File: config.mk
export PLATFORM = sky130hd
export DESIGN_NAME = seven_segment_scan_n
export DESIGN_NICKNAME = d
export VERILOG_FILES = /design/src/rtl/seven_segment_scan_n.sv
export SDC_FILE = /design/constraint.sdc
export NUM_CORES = 1
export LEC_CHECK = 0
export ABC_AREA = 0
export CAP_MARGIN = 20
export CORE_MARGIN = 1.5
export CORE_UTILIZATION = 35
export DETAILED_ROUTE_END_ITERATION = 8
export PLACE_DENSITY = 0.61
export SLEW_MARGIN = 30
export SYNTH_ARGS = -nofsm -noshare
export SYNTH_HDL_FRONTEND = slang
export SYNTH_SLANG_ARGS = --single-unit
File: constraint.sdc
create_clock -name clk -period 5.8 [get_ports clk]
set_input_delay 1.45 -clock clk [delete_from_list [all_inputs] [get_ports clk]]
set_output_delay 1.45 -clock clk [all_outputs]
set_load 0.02 [all_outputs]
File: src/rtl/seven_segment_scan_n.sv
// Signed WIDTH-bit value to multiplexed DIGITS-digit common-anode display.
// A serial double-dabble engine converts the magnitude to BCD. The display
// registers update only when a conversion commits. The scan inserts one
// dead cycle at the start of every digit slot.
module seven_segment_scan_n #(
  parameter int WIDTH         = 8,
  parameter int DIGITS        = 4,
  parameter int REFRESH_BITS  = 18,
  parameter int BLANK_LEADING = 1
) (
  input  logic              clk,
  input  logic              rst,
  input  logic [WIDTH-1:0]  value,
  input  logic              load,
  output logic              busy,
  output logic              overflow,
  output logic [DIGITS-1:0] anode_n,
  output logic [6:0]        seg_n
);

  // Number of BCD nibbles: ceil((WIDTH+1)*log10(2)), and never fewer than DIGITS.
  function automatic int bcd_nibbles(input int w, input int d);
    int n;
    n = ((w + 1) * 30103 + 99999) / 100000;
    return (n < d) ? d : n;
  endfunction

  localparam int NIB = bcd_nibbles(WIDTH, DIGITS);
  localparam int CW  = $clog2(WIDTH);
  localparam int IW  = $clog2(DIGITS);

  localparam logic [6:0] GLYPH_BLANK = 7'h7F;
  localparam logic [6:0] GLYPH_DASH  = 7'b0111111;

  typedef enum logic [1:0] {IDLE, CONVERT, COMMIT} state_t;

  function automatic logic [6:0] digit_glyph(input logic [3:0] d);
    case (d)
      4'd0:    return 7'b1000000;
      4'd1:    return 7'b1111001;
      4'd2:    return 7'b0100100;
      4'd3:    return 7'b0110000;
      4'd4:    return 7'b0011001;
      4'd5:    return 7'b0010010;
      4'd6:    return 7'b0000010;
      4'd7:    return 7'b1111000;
      4'd8:    return 7'b0000000;
      4'd9:    return 7'b0010000;
      default: return GLYPH_BLANK;
    endcase
  endfunction

  state_t              state_q;
  logic [WIDTH-1:0]    bin_q;
  logic [4*NIB-1:0]    bcd_q;
  logic                neg_q;
  logic [CW-1:0]       cnt_q;
  logic                busy_q;
  logic [4*DIGITS-1:0] disp_bcd_q, disp_bcd_d;
  logic                disp_neg_q, disp_neg_d;
  logic                disp_ovf_q, disp_ovf_d;
  logic [REFRESH_BITS-1:0] pre_q, pre_d;
  logic [IW-1:0]       idx_q, idx_d;
  logic [DIGITS-1:0]   anode_n_q, anode_n_d;
  logic [6:0]          seg_n_q, seg_n_d;

  logic [WIDTH-1:0]    mag;
  logic [4*NIB-1:0]    bcd_adj, bcd_step;
  logic                ovf_now;
  logic [IW-1:0]       msd;
  logic [6:0]          glyph;

  // Magnitude of the most negative value is 2^(WIDTH-1), which still fits WIDTH unsigned bits.
  always_comb begin
    mag = value[WIDTH-1] ? -value : value;
  end

  // One double-dabble step: add-3 correction on each nibble, then shift in the next binary bit.
  always_comb begin
    bcd_adj = bcd_q;
    for (int unsigned i = 0; i < NIB; i++) begin
      if (bcd_q[4*i +: 4] >= 4'd5) bcd_adj[4*i +: 4] = bcd_q[4*i +: 4] + 4'd3;
    end
    bcd_step = (bcd_adj << 1) | (4*NIB)'(bin_q[WIDTH-1]);
    ovf_now  = |bcd_q[4*NIB-1 : 4*(DIGITS-1)];
  end

  // Display registers take the conversion result only on the commit cycle.
  always_comb begin
    disp_bcd_d = disp_bcd_q;
    disp_neg_d = disp_neg_q;
    disp_ovf_d = disp_ovf_q;
    if (state_q == COMMIT) begin
      disp_bcd_d = bcd_q[4*DIGITS-1:0];
      disp_neg_d = neg_q;
      disp_ovf_d = ovf_now;
    end
  end

  // Conversion FSM: capture on load, WIDTH shift cycles, one commit cycle.
  always_ff @(posedge clk or posedge rst) begin
    if (rst) begin
      state_q    <= IDLE;
      bin_q      <= '0;
      bcd_q      <= '0;
      neg_q      <= 1'b0;
      cnt_q      <= '0;
      busy_q     <= 1'b0;
      disp_bcd_q <= '0;
      disp_neg_q <= 1'b0;
      disp_ovf_q <= 1'b0;
    end else begin
      disp_bcd_q <= disp_bcd_d;
      disp_neg_q <= disp_neg_d;
      disp_ovf_q <= disp_ovf_d;
      case (state_q)
        IDLE: begin
          if (load) begin
            bin_q   <= mag;
            bcd_q   <= '0;
            neg_q   <= value[WIDTH-1];
            cnt_q   <= '0;
            busy_q  <= 1'b1;
            state_q <= CONVERT;
          end
        end
        CONVERT: begin
          bin_q <= bin_q << 1;
          bcd_q <= bcd_step;
          cnt_q <= cnt_q + CW'(1);
          if (cnt_q == CW'(WIDTH - 1)) state_q <= COMMIT;
        end
        COMMIT: begin
          busy_q  <= 1'b0;
          state_q <= IDLE;
        end
        default: state_q <= IDLE;
      endcase
    end
  end

  // Slot timing and the glyph for the digit being shown next cycle.
  always_comb begin
    pre_d = pre_q + REFRESH_BITS'(1);
    idx_d = idx_q;
    if (&pre_q) idx_d = (idx_q == IW'(DIGITS - 1)) ? '0 : idx_q + IW'(1);

    msd = '0;
    for (int unsigned i = 1; i < DIGITS - 1; i++) begin
      if (disp_bcd_d[4*i +: 4] != 4'd0) msd = IW'(i);
    end

    glyph = GLYPH_BLANK;
    if (disp_ovf_d) begin
      glyph = GLYPH_DASH;
    end else if (BLANK_LEADING != 0) begin
      if (idx_d <= msd)                             glyph = digit_glyph(disp_bcd_d[4*idx_d +: 4]);
      else if (disp_neg_d && idx_d == msd + IW'(1)) glyph = GLYPH_DASH;
    end else begin
      if (idx_d == IW'(DIGITS - 1)) glyph = disp_neg_d ? GLYPH_DASH : GLYPH_BLANK;
      else                          glyph = digit_glyph(disp_bcd_d[4*idx_d +: 4]);
    end

    anode_n_d = '1;
    seg_n_d   = GLYPH_BLANK;
    if (pre_d != '0) begin
      anode_n_d = ~(DIGITS'(1) << idx_d);
      seg_n_d   = glyph;
    end
  end

  // Scan counters and registered pin drivers.
  always_ff @(posedge clk or posedge rst) begin
    if (rst) begin
      pre_q     <= '0;
      idx_q     <= '0;
      anode_n_q <= '1;
      seg_n_q   <= GLYPH_BLANK;
    end else begin
      pre_q     <= pre_d;
      idx_q     <= idx_d;
      anode_n_q <= anode_n_d;
      seg_n_q   <= seg_n_d;
    end
  end

  assign busy     = busy_q;
  assign overflow = disp_ovf_q;
  assign anode_n  = anode_n_q;
  assign seg_n    = seg_n_q;

endmodule

# Word level (Yosys, flattened, before mapping)
# Memories as Yosys holds them, arrays and structs flattened.
# Cells that the tools add are included.
dict set report classes {
  addsub 9
  mul 0
  div_mod_pow 0
  order_cmp 5
  n_eq_ne 7
  shifts 2
  n_mux 28
  bitwise_logic 2
  n_reduce_logical 13
}
# cell count
set op_table {}
lappend op_table {{16-bit 2-to-1 mux} 2}
lappend op_table {{16-bit case mux with 2 select lines} 1}
lappend op_table {{7-bit 2-to-1 mux} 4}
lappend op_table {{18-bit by 1-bit adder with 18-bit output (second input constant)} 1}
lappend op_table {{18-bit AND reduction} 1}
lappend op_table {{18-bit nonzero test} 1}
lappend op_table {{4-bit by 3-bit >= comparator with 1-bit output (second input constant)} 4}
lappend op_table {{4-bit 2-to-1 mux} 4}
lappend op_table {{8-bit 2-to-1 mux} 2}
lappend op_table {{16-bit by 1-bit bitwise OR with 16-bit output} 1}
lappend op_table {{8-bit case mux with 2 select lines} 1}
lappend op_table {{16-bit by 5-bit indexed part select with 4-bit output} 1}
lappend op_table {{4-bit by 2-bit adder with 4-bit output (second input constant)} 3}
lappend op_table {{2-bit 2-to-1 mux} 5}
lappend op_table {{8-bit negation} 1}
lappend op_table {{2-bit AND reduction} 4}
lappend op_table {{4-bit nonzero test} 2}
lappend op_table {{3-bit 2-to-1 mux} 2}
lappend op_table {{3-bit case mux with 2 select lines} 1}
lappend op_table {{2-bit by 1-bit adder with 2-bit output (second input constant)} 2}
lappend op_table {{2-bit == test (second input constant)} 2}
lappend op_table {{1-bit 2-to-1 mux} 4}
lappend op_table {{2-bit != test (second input constant)} 2}
lappend op_table {{4-bit NOT} 1}
lappend op_table {{13 further kinds} 14}
dict set report totals {
  reg_bits 80
  latch_bits 0
  ramBits 0
  mem_bits_ro 112
  inputBits 11
  output_inout_bits 13
  elab_cells 80
  n_memories 1
}
# name words word_bits rd rd_clocked_by_memory_dff write_ports line_no
set memory_table {}
lappend memory_table {{(name not given)} 16 7 1 0 0 38} ;# case (d)

# Logic depth before layout (Yosys ltp)
dict set report logic_depth {
  word_depth 12
  depth_mapped 15
  mapped_depth_nobuf 13
}

# Least setup slack after synthesis
# OpenSTA, ideal clock, no wires.
dict set report synth_path {
  path_type {register to register}
  start {register pre_q[0]}
  end {register seg_n_q[0] (netlist: seg_n[0])}
  setup_time_ns 0.084
  arrival_time_ns 2.935
  t_required_ns 5.716
  setup_slack_ns 2.782
  path_stages_with_launch 15
  n_path_buf 2
  synth_period_minus_slack_ns 3.018
  cell_sequence {dfrtp_1 -> ha_1 -> nand4_1 -> or4_4 -> buf_6 -> o21ai_4 -> and2_1 -> buf_6 -> inv_1 -> ha_1 -> inv_1 -> o311ai_1 -> or3b_1 -> a21oi_4 -> o21ai_1}
}
dict set report synth_via {
  elab_chain_len 7
  elab_cells_between_ends 10
  cone_classes {add/sub: 1; order compare: 1; shift: 1; mux: 4; reduce/logical: 2; memory: 1}
}
# element line_no
set synth_rtl {}
lappend synth_rtl {{from (decl)} 62} ;# logic [REFRESH_BITS-1:0] pre_q, pre_d;
lappend synth_rtl {{from (signal assigned)} 180} ;# pre_q <= pre_d;
lappend synth_rtl {{18-bit AND reduction *} 146} ;# if (&pre_q) idx_d = (idx_q == IW'(DIGITS - 1)) ? '0 : idx_q + IW'(1);
lappend synth_rtl {{2-bit 2-to-1 mux *} 146}
lappend synth_rtl {{via idx_d[1]} 63} ;# logic [IW-1:0] idx_q, idx_d;
lappend synth_rtl {{16-bit by 5-bit indexed part select with 4-bit output} --}
lappend synth_rtl {{memory 16 x 7 bit} --}
lappend synth_rtl {{7-bit 2-to-1 mux *} 157} ;# if (idx_d <= msd) glyph = digit_glyph(disp_bcd_d[4*idx_d +: 4]);
lappend synth_rtl {{7-bit 2-to-1 mux *} 154} ;# if (disp_ovf_d) begin
lappend synth_rtl {{7-bit 2-to-1 mux *} 166} ;# if (pre_d != '0) begin
lappend synth_rtl {{via seg_n_d[0]} 65} ;# logic [6:0] seg_n_q, seg_n_d;
lappend synth_rtl {{to (signal assigned)} 183} ;# seg_n_q <= seg_n_d;
lappend synth_rtl {{to (decl)} 65}
# Mark *: on every way through the listed nets, which the timed path passes. The rest lies on a longest branch.
# A chain may end at the register's enable or synchronous reset.

# Worst setup path after layout
dict set report layout_path {
  start {register pre_q[0]}
  end {register seg_n_q[1] (netlist: seg_n[1])}
}
# Same word-level chain as after synthesis.

==> qor.txt <==
Status -> finished clean
Hold Path Class -> reg2reg
Row count -> 40
Leakage -> 2.20 nW
Cells after Synth -> 441
Core footprint -> 0.0122 sq mm
First-pass GRT wire length -> 15100 microns
Tightest Pin Transition -> 0.810 ns
VDD IR max -> 159 uV
Total routed wirelength -> 8760 microns
Via density -> 5.17
Die height -> 116 microns
Setup CP Type -> reg2reg
Final setup margin -> 2.41 ns
DR iter-0 viols -> 147
CTS Buffer Depth -> 2
Post-synth EDFFs -> 0
Fin crit share -> 58.5%
Max_cap viols -> 0
Worst reg-to-reg setup slack -> 2.41 ns
Ys Warns -> 0
Synthesized area -> 0.00444 sq mm
Sequential area share after synthesis -> 45.4%
Crit path capture type -> flip-flop
Critical Path AT -> 3.64 ns
Crit path max-delay cell type -> or4_4
Post_cts resized -> 0
Worst setup SP type -> flip-flop
Final setup TNS -> 0 ns
DRT antenna net count -> 0
Share of post-route cells with drive strength above 1 -> 14.9%
DR DRC count -> 0
Number of global-route vias before repair -> 3148
Number of port buffers -> 23
DIE AREA -> 0.0134 sq mm
Final RePlAce weighted congestion -> 0.801
Worst skew pair latency -> 0.34 ns
Power density cells -> 429 mW/mm^2
Inserted Diodes -> 0
Grt total ovfl -> 0
Async SR Flop Fraction -> 100%
P&R area growth vs syn -> 15.0%
FMAX -> 295 MHz
R2R depth -> 12
Setup repair bufs after CTS -> 0
Number of antenna violations at the first check in global routing -> 0
Drt pass-1 iters -> 4
Sw Pwr -> 0.786 mW
Die Width -> 116 microns
Largest stage delay, worst path -> 0.54 ns
Slew Limit Headroom -> 46.0%
Total track usage -> 14.3%
Sw Ratio -> 35.9%
Min cycle time layout -> 3.39 ns
Reg clk slew, reported paths -> 0.06 ns
RSZ-0062 raised after global routing -> no
Initial core utilization -> 36.4%
Fin nets -> 491
Root buf cell -> clkbuf_16
Commonest cells after routing, fill and taps aside -> dfrtp_1 (69), nand2_1 (39), o21ai_0 (38)
Hold path depth -> 1
CTS Buf Count -> 9
Clk_skew -> 0.00519 ns
Critical Path RT -> 6.05 ns
TritonCTS Sinks -> 80
Largest net degree at the start of global routing -> 42
Fin cells -> 632
Avg WL per Cell -> 13.9 microns
Post-place setup slack -> 2.40 ns
Mapped Nets -> 473
Ys flop type -> dfrtp_1
CTS tree -> done
Max-slew violation count -> 0
Internal -> 1.40 mW
Reg power frac -> 38.7%
Vias -> 3267
FF+latch count, synth -> 80
Placed cells -> 616
CP Cell Sequence -> ha_1 > nand4_1 > or4_4 > o21ai_4 > and2_1 > inv_1 > ha_1 > inv_1 > o311ai_1 > or3b_1 > a21oi_4 > o21ai_1
Clk network pwr share -> 25.9%
Final setup vio count -> 0
Hold-fix buffers, CTS -> 0
HPWL after detailed placement -> 6350 microns
Fin. Hold Viols -> 0
Most common cell after layout, fill and taps aside -> dfrtp_1
Top Ports -> 24
Combinational power share -> 35.3%
Avg Inst Size Synth -> 10.1 sq um
Yosys cell types -> 61
H-tree Lvls -> 3
Worst Path Max Fanout -> 7
area by class of cell:
class	count	area, sq um
Clock buffer	10	239
Inverter	23	92.6
Tap cell	168	210
Clock inverter	6	58.8
Fill cell	1223	7100
Multi-Input combinational cell	319	2240
Timing Repair Buffer	26	253
Sequential cell	80	2020
power groups by stage:
stage	Clock, mW	Combinational, mW	Sequential, mW
after floorplan	0	0.570	0.852
after global placement	0	0.755	0.850
after detailed placement	0	0.779	0.857
after CTS	0.578	0.782	0.847
after global routing	0.602	0.885	0.869
final	0.568	0.774	0.848
per-layer routing:
layer / track usage (%) / share of wire, % / wire, microns
met5: 0 / 0 / 0
met4: 5.20 / 1.5 / 134
met3: 3.19 / 3.3 / 293
met2: 23.6 / 46 / 4050
met1: 18.5 / 49 / 4290
sequential cells by signal, indices dropped and copies added (netlist names), 2 cells and up:
register,count
cnt_q,3
pre_q,18
bin_q,8
disp_bcd_q,16
state_q,2
bcd_q,16
seg_n,7
idx_q,2
anode_n,4
worst max-delay path, delay by kind of cell, from the launching register on:
family	cells	cell delay, ns
AND/OR/NAND/NOR	4	1.50
AO/OA/AOI/OAI	4	0.68
adder cells (fa/ha/maj)	2	0.56
flip-flops	1	0.39
buffers and inverters	2	0.18
path summary, 6_finish.rpt:
kind / startpoint / endpoint
max: pre_q[0] / seg_n[1]
min: pre_q[0] / pre_q[0]
max reg2reg: pre_q[0] / seg_n[1]
min reg2reg: pre_q[0] / pre_q[0]
max in group asynchronous: rst / anode_n[3]
min in group asynchronous: rst / bcd_q[1]
synth_stat cells, types with 9 or more instances:
master | instances | area [sq um]
nor2_1 | 20 | 75.1
o21ai_0 | 38 | 190
ha_1 | 21 | 263
nand3_1 | 19 | 95.1
nand2_1 | 39 | 146
dfstp_2 | 11 | 289
mux2_2 | 14 | 158
nor3_1 | 10 | 50.1
clkbuf_1 | 11 | 41.3
a21oi_1 | 18 | 90.1
nand2b_1 | 9 | 56.3
xnor2_1 | 12 | 105
inv_1 | 21 | 78.8
xor2_1 | 11 | 96.3
nor4_1 | 10 | 62.6
dfrtp_1 | 69 | 1730
stage by stage:
step                      cell area (sq um)  power, mW  utilization [%]  hold WS [ns]
after floorplan                        4440       1.42                -         0.442
after global placement                 4810       1.61             39.4         0.457
after detailed placement               4810       1.64             39.4         0.474
after CTS                              5110       2.21             41.8         0.485
after global routing                   5110       2.36             41.8         0.506
final                                  5110       2.19             41.8         0.481
logic make-up (layout without fill, tap and decap cells):
family | count (synthesis) | count (layout) | share of synthesized area [%]
buf+inv | 42 | 65 | 4.25
fa+ha+maj | 21 | 21 | 5.91
simple gates | 148 | 148 | 18.5
flops | 80 | 80 | 45.4
compound gates | 104 | 104 | 15.8
mux | 23 | 23 | 5.60
xor+xnor | 23 | 23 | 4.53
No activity file was read; power rests on OpenSTA's default activity.
